**src/rtl/alu_arbiter.sv**
```systemverilog
// Round-robin arbiter that shares one combinational ALU between two requesters.
// Each accepted operation is held on the ALU for EXEC_CYCLES cycles, and its result is returned on a held response channel.
module alu_arbiter #(
  parameter int EXEC_CYCLES = 1,
  parameter int WIDTH       = 32
) (
  input  logic             clk,
  input  logic             reset,
  input  logic             req0_valid,
  output logic             req0_ready,
  input  logic [WIDTH-1:0] req0_a,
  input  logic [WIDTH-1:0] req0_b,
  input  logic [5:0]       req0_fun,
  input  logic             req0_sign,
  output logic             rsp0_valid,
  input  logic             rsp0_ready,
  output logic [WIDTH-1:0] rsp0_z,
  output logic             rsp0_err,
  input  logic             req1_valid,
  output logic             req1_ready,
  input  logic [WIDTH-1:0] req1_a,
  input  logic [WIDTH-1:0] req1_b,
  input  logic [5:0]       req1_fun,
  input  logic             req1_sign,
  output logic             rsp1_valid,
  input  logic             rsp1_ready,
  output logic [WIDTH-1:0] rsp1_z,
  output logic             rsp1_err,
  output logic [WIDTH-1:0] alu_a,
  output logic [WIDTH-1:0] alu_b,
  output logic [5:0]       alu_fun,
  output logic             alu_sign,
  input  logic [WIDTH-1:0] alu_z
);

  typedef enum logic [1:0] {IDLE, EXEC, RESP} state_t;

  localparam int CW = 4;
  localparam logic [CW-1:0] LAST = CW'(EXEC_CYCLES - 1);

  state_t           state;
  logic [CW-1:0]    cnt;
  logic             owner;
  logic             prio;
  logic [1:0]       rsp_valid;
  logic [1:0]       rsp_err;
  logic [WIDTH-1:0] rsp_z [2];

  logic             gnt0, gnt1, accept, owner_ready;
  logic [WIDTH-1:0] sel_a, sel_b;
  logic [5:0]       sel_fun;
  logic             sel_sign;

  function automatic logic fun_legal(input logic [5:0] f);
    case (f)
      6'b000000, 6'b000001, 6'b011000, 6'b011110,
      6'b010110, 6'b010001, 6'b011010, 6'b100000,
      6'b100001, 6'b100011, 6'b110011, 6'b110001,
      6'b110101, 6'b111101, 6'b111001, 6'b111111: fun_legal = 1'b1;
      default:                                     fun_legal = 1'b0;
    endcase
  endfunction

  // Grant depends only on the valids and prio, so ready is combinational
  // but never feeds back into a requester's valid.
  always_comb begin
    gnt0 = req0_valid && (!req1_valid || !prio);
    gnt1 = req1_valid && (!req0_valid ||  prio);
  end

  assign req0_ready  = (state == IDLE) && gnt0;
  assign req1_ready  = (state == IDLE) && gnt1;
  assign accept      = req0_ready || req1_ready;
  assign owner_ready = owner ? rsp1_ready : rsp0_ready;

  assign sel_a    = gnt1 ? req1_a    : req0_a;
  assign sel_b    = gnt1 ? req1_b    : req0_b;
  assign sel_fun  = gnt1 ? req1_fun  : req0_fun;
  assign sel_sign = gnt1 ? req1_sign : req0_sign;

  assign rsp0_valid = rsp_valid[0];
  assign rsp1_valid = rsp_valid[1];
  assign rsp0_err   = rsp_err[0];
  assign rsp1_err   = rsp_err[1];
  assign rsp0_z     = rsp_z[0];
  assign rsp1_z     = rsp_z[1];

  // NOTE: every register here, including the two-entry response array, has a
  // reset value, and all of them are updated with non-blocking assignments so
  // that the order of the statements does not change the next state.
  always_ff @(posedge clk or negedge reset) begin
    if (!reset) begin
      state     <= IDLE;
      cnt       <= '0;
      owner     <= 1'b0;
      prio      <= 1'b0;
      rsp_valid <= '0;
      rsp_err   <= '0;
      rsp_z[0]  <= '0;
      rsp_z[1]  <= '0;
      alu_a     <= '0;
      alu_b     <= '0;
      alu_fun   <= '0;
      alu_sign  <= 1'b0;
    end else begin
      case (state)
        IDLE: begin
          if (accept) begin
            alu_a    <= sel_a;
            alu_b    <= sel_b;
            alu_fun  <= sel_fun;
            alu_sign <= sel_sign;
            owner    <= gnt1;
            prio     <= !gnt1;
            cnt      <= '0;
            if (fun_legal(sel_fun)) begin
              state <= EXEC;
            end else begin
              rsp_valid[gnt1] <= 1'b1;
              rsp_err[gnt1]   <= 1'b1;
              rsp_z[gnt1]     <= '0;
              state           <= RESP;
            end
          end
        end
        EXEC: begin
          if (cnt == LAST) begin
            rsp_valid[owner] <= 1'b1;
            rsp_err[owner]   <= 1'b0;
            rsp_z[owner]     <= alu_z;
            state            <= RESP;
          end else begin
            cnt <= cnt + CW'(1);
          end
        end
        RESP: begin
          // Clear the whole channel on consume so that idle response ports read zero.
          if (owner_ready) begin
            rsp_valid[owner] <= 1'b0;
            rsp_err[owner]   <= 1'b0;
            rsp_z[owner]     <= '0;
            state            <= IDLE;
          end
        end
        default: state <= IDLE;
      endcase
    end
  end

endmodule

```
**config.mk**
```make
export PLATFORM = sky130hd
export DESIGN_NAME = alu_arbiter
export DESIGN_NICKNAME = d
export VERILOG_FILES = /design/src/rtl/alu_arbiter.sv
export SDC_FILE = /design/constraint.sdc
export NUM_CORES = 1
export LEC_CHECK = 0
export CAP_MARGIN = 20
export CELL_PAD_IN_SITES_DETAIL_PLACEMENT = 0
export CELL_PAD_IN_SITES_GLOBAL_PLACEMENT = 1
export CORE_UTILIZATION = 29
export CTS_CLUSTER_SIZE = 8
export DETAILED_ROUTE_END_ITERATION = 16
export PLACE_DENSITY = 0.86
export SLEW_MARGIN = 25
export SYNTH_ARGS = -nofsm -noshare
export SYNTH_HDL_FRONTEND = slang
export SYNTH_SLANG_ARGS = --single-unit
```
**constraint.sdc**
```tcl
create_clock -name clk -period 3.7 [get_ports clk]
set_input_delay 0.555 -clock clk [delete_from_list [all_inputs] [get_ports clk]]
set_output_delay 0.555 -clock clk [all_outputs]
set_load 0.01 [all_outputs]
```
==> report_table.html <==
<table>
<tr><th>Metric</th><th>Value</th></tr>
<tr><th colspan="2">Floorplan</th></tr>
<tr><td>Starting utilization of the core area</td><td>29.9%</td></tr>
<tr><td>Floorplan row count</td><td>between 50 and 60</td></tr>
<tr><td>Die outline area</td><td>approximately 22,000 sq um</td></tr>
<tr><td>Boundary pin count</td><td>321</td></tr>
<tr><td>Overall die width</td><td>roughly 150 um</td></tr>
<tr><td>Height of the chip</td><td>147 um</td></tr>
<tr><td>Core area</td><td>20,400 sq um</td></tr>
<tr><th colspan="2">Pwr</th></tr>
<tr><td>Static Leakage</td><td>4.64 nW</td></tr>
<tr><td>Power density normalized to cell area</td><td>839 nW/um^2</td></tr>
<tr><td>Worst-case vdd ir drop</td><td>between 300 and 400 uV</td></tr>
<tr><th colspan="2">Critical path</th></tr>
<tr><td>CP Capture Type</td><td>register</td></tr>
<tr><td>Arrival time reported for the critical path endpoint</td><td>3240 ps</td></tr>
<tr><td>Worst-path cell with the longest stage delay</td><td>sky130_fd_sc_hd__a222oi_1</td></tr>
<tr><td>Kind of start point of the critical path</td><td>register</td></tr>
<tr><td>Req. time, crit path</td><td>4000 ps</td></tr>
<tr><td>Worst setup path category</td><td>register to register</td></tr>
<tr><td>Largest stage delay, worst path</td><td>590 ps</td></tr>
<tr><td>Cells along the critical path</td><td>inv_1 &gt; ha_1 &gt; or3b_1 &gt; a222oi_1 &gt; nand2b_1 &gt; or3_1 &gt; buf_4 &gt; a22o_1</td></tr>
<tr><td>Register-to-Register Setup Slack</td><td>760 ps</td></tr>
<tr><td>Largest fanout on the critical path</td><td>32</td></tr>
<tr><th colspan="2">Global routing</th></tr>
<tr><td>Overall Global Routing Usage</td><td>18.4%</td></tr>
<tr><td>Antenna violations before repair</td><td>0</td></tr>
<tr><td>Largest net degree at the start of global routing</td><td>slightly above 100</td></tr>
<tr><td>Wire length of the first global-routing pass</td><td>31,300 um</td></tr>
<tr><td>Vias in the first global route</td><td>5,587</td></tr>
<tr><td>Grt total ovfl</td><td>0</td></tr>
<tr><th colspan="2">Cells and area</th></tr>
<tr><td>Most frequent cells in the layout</td><td>319 x sky130_fd_sc_hd__clkdlybuf4s50_1, 147 x sky130_fd_sc_hd__dfrtp_1, 64 x sky130_fd_sc_hd__a22o_1</td></tr>
<tr><td>Area Overhead vs Synth</td><td>68.1%</td></tr>
<tr><td>Final-stage net count</td><td>1,012</td></tr>
<tr><td>Commonest non-fill, non-tap cell in the layout</td><td>sky130_fd_sc_hd__clkdlybuf4s50_1</td></tr>
<tr><td>Proportion of layout cells with a drive suffix above 1</td><td>5.84%</td></tr>
<tr><td>Post-layout instance count excluding filler cells</td><td>1,109</td></tr>
<tr><td>Final antenna diode count</td><td>0</td></tr>
<tr><td>Utilization after layout</td><td>50.3%</td></tr>
<tr><th colspan="2">Synth</th></tr>
<tr><td>Unique cell type count in the Yosys netlist</td><td>38</td></tr>
<tr><td>Number of nets in the synthesized netlist</td><td>roughly 700</td></tr>
<tr><td>Flop and latch count out of synthesis</td><td>147</td></tr>
<tr><td>Top flip-flop cell by instance count after synthesis</td><td>sky130_fd_sc_hd__dfrtp_1</td></tr>
<tr><td>Share of flip-flops with an asynchronous set or reset</td><td>100%</td></tr>
<tr><td>Per-instance average area after synthesis</td><td>11.9 sq um</td></tr>
<tr><td>Number of enable flip-flop cells after synthesis</td><td>0</td></tr>
<tr><td>Yosys warning count</td><td>0</td></tr>
<tr><td>Share of the yosys chip area belonging to registers</td><td>60.2%</td></tr>
<tr><td>Summed instance area of the synthesized netlist</td><td>6110 sq um</td></tr>
<tr><td>Count of mapped cells out of synthesis</td><td>515</td></tr>
<tr><th colspan="2">Route</th></tr>
<tr><td>Post-route ant nets</td><td>0</td></tr>
<tr><td>Count of vias placed by the detailed router</td><td>5,493</td></tr>
<tr><td>Number of iterations in the first detailed-routing pass</td><td>6</td></tr>
<tr><td>Detail-routed via count per cell</td><td>4.95</td></tr>
<tr><td>Routed wire length</td><td>slightly below 20,000 um</td></tr>
<tr><td>First-iteration detailed-routing DRC count</td><td>413</td></tr>
<tr><td>WL per Instance</td><td>17.8 um</td></tr>
<tr><td>Drc violations</td><td>0</td></tr>
<tr><th colspan="2">Clock network</th></tr>
<tr><td>Number of buffers inserted by hold repair at cts</td><td>0</td></tr>
<tr><td>Later-pin clock latency in the skew report</td><td>420 ps</td></tr>
<tr><td>Clock slew at the register clock pins of the worst setup and hold paths</td><td>70 ps</td></tr>
<tr><td>Clock tree root driver cell</td><td>sky130_fd_sc_hd__clkbuf_16</td></tr>
<tr><td>Setup repair bufs after CTS</td><td>0</td></tr>
<tr><td>CTS Buf Count</td><td>17</td></tr>
<tr><td>Number of clock sinks seen by CTS</td><td>147</td></tr>
<tr><td>Clock H-tree levels</td><td>4</td></tr>
<tr><td>CTS tree</td><td>yes</td></tr>
<tr><td>Largest buffer count on any clock path</td><td>2</td></tr>
<tr><td>Post-CTS sizing</td><td>0</td></tr>
<tr><th colspan="2">Timing</th></tr>
<tr><td>Unrepaired setup endpoints after global routing</td><td>no</td></tr>
<tr><td>Maximum achievable frequency</td><td>340 MHz</td></tr>
<tr><td>Accumulated negative setup slack</td><td>0 ps</td></tr>
<tr><td>Final worst path period share</td><td>between 70 and 80%</td></tr>
<tr><td>Slew margin rel.</td><td>34.0%</td></tr>
<tr><td>Number of max-slew violations in the final report</td><td>0</td></tr>
<tr><td>Total of endpoints with negative setup slack in the final report</td><td>0</td></tr>
<tr><td>Slew of the pin with the lowest slew margin</td><td>990 ps</td></tr>
<tr><td>Fin crit period</td><td>2940 ps</td></tr>
<tr><td>Post-Route Skew</td><td>9.14 ps</td></tr>
<tr><td>Final hold violations</td><td>0</td></tr>
<tr><th colspan="2">Outcome</th></tr>
<tr><td>Result of the run</td><td>finished, final reports clean</td></tr>
<tr><th colspan="2">Place</th></tr>
<tr><td>RePlAce Congestion</td><td>0.761</td></tr>
<tr><td>Placed cell count</td><td>1,077</td></tr>
<tr><td>IO Port Bufs</td><td>320</td></tr>
<tr><td>DP HPWL</td><td>14,000 um</td></tr>
<tr><th colspan="2">Run</th></tr>
<tr><td>Max capacitance violation total</td><td>0</td></tr>
<tr><th colspan="2">Worst hold path</th></tr>
<tr><td>Kind of path behind the tightest hold check</td><td>primary input to asynchronous set/reset pin</td></tr>
</table>
sequential cells by signal, summed over array words and instances, names as in the netlist:
signal,cells
rsp0_z,32
prio,1
rsp1_z,32
owner,1
alu_b,32
alu_sign,1
cnt,4
state,2
rsp_err,2
rsp_valid,2
alu_fun,6
alu_a,32
path summary, 6_finish.rpt:
check	start	to	cells after the start
max reg2reg	cnt[0]	rsp0_z[17]	8
min	reset	rsp1_z[22]	1
max	cnt[0]	rsp0_z[17]	8
min reg2reg	alu_a[29]	alu_a[29]	2
min in group clk	alu_a[29]	alu_a[29]	2
max in group asynchronous	reset	state[1]	2
worst max-delay path: cells and delay by family, from the launching register on:
family / cells / cell delay (ps)
compound gates: 2 / 870
fa+ha+maj: 1 / 150
flops: 1 / 420
buf+inv: 2 / 360
simple gates: 3 / 1000
cell type report:
cell class                      instances  area (sq um)
Fill cell                            1847         10200
Sequential cell                       147          3680
Timing Repair Buffer                  331          3300
Multi-Input combinational cell        274          2110
Clock buffer                           17           425
Tap cell                              270           338
Clock inverter                         15           211
Inverter                               55           206
through the flow:
| stage | instance area [sq um] | power (mW) | hold slack (ps) | setup WS (ps) |
|---|---|---|---|---|
| after floorplan | 6110 | 4.63 | 259 | 1110 |
| after global placement | 9640 | 6.72 | 461 | 629 |
| after detailed placement | 9640 | 6.78 | 469 | 555 |
| after CTS | 10300 | 8.72 | 174 | 786 |
| after global routing | 10300 | 9.18 | 199 | 447 |
| final | 10300 | 8.62 | 140 | 761 |
power breakdown:
part	total, mW	internal [mW]	leakage, nW	switching, mW
logic	3.95	2.11	2.43	1.84
registers	2.78	2.34	1.90	0.447
clock network	1.89	1.10	0.310	0.788
total	8.62	5.54	4.64	3.07
cell families (layout without fill, tap and decap cells):
| group | Yosys count | count (layout) | share of synthesized area [%] |
|---|---|---|---|
| fa+ha+maj | 6 | 6 | 1.23 |
| buf+inv | 94 | 418 | 5.96 |
| simple gates | 64 | 64 | 4.95 |
| compound gates | 178 | 178 | 23.4 |
| flops | 147 | 147 | 60.2 |
| mux | 26 | 26 | 4.26 |
cell usage after synthesis, types with 2 or more instances:
cell | instances | share of area (%)
sky130_fd_sc_hd__mux2i_1 | 26 | 4.3
sky130_fd_sc_hd__o31ai_1 | 2 | 0.25
sky130_fd_sc_hd__a31oi_1 | 4 | 0.41
sky130_fd_sc_hd__clkbuf_1 | 27 | 1.7
sky130_fd_sc_hd__a22o_1 | 64 | 9.2
sky130_fd_sc_hd__nand2b_1 | 4 | 0.41
sky130_fd_sc_hd__nor2_1 | 8 | 0.49
sky130_fd_sc_hd__ha_1 | 6 | 1.2
sky130_fd_sc_hd__and2_1 | 3 | 0.31
sky130_fd_sc_hd__nor3_1 | 4 | 0.33
sky130_fd_sc_hd__inv_1 | 55 | 3.4
sky130_fd_sc_hd__a21o_1 | 3 | 0.37
sky130_fd_sc_hd__a222oi_1 | 49 | 8.0
sky130_fd_sc_hd__o21a_1 | 2 | 0.25
sky130_fd_sc_hd__dfrtp_1 | 147 | 60
sky130_fd_sc_hd__nand2_1 | 33 | 2.0
sky130_fd_sc_hd__nor2b_1 | 2 | 0.20
sky130_fd_sc_hd__buf_2 | 9 | 0.74
sky130_fd_sc_hd__nand3_1 | 4 | 0.33
sky130_fd_sc_hd__o21ai_0 | 33 | 2.7
sky130_fd_sc_hd__a21oi_1 | 11 | 0.90
sky130_fd_sc_hd__buf_1 | 3 | 0.18
routing by layer:
| layer | global-route usage, % | up-vias | routed length (um) |
|---|---|---|---|
| li1 | - | 2562 | - |
| met1 | 23.0 | 2680 | 8210 |
| met2 | 30.9 | 239 | 9780 |
| met3 | 5.37 | 12 | 1550 |
| met4 | 5.00 | 0 | 191 |
| met5 | 0 | - | 0 |
Power figures use the tool's default switching activity.
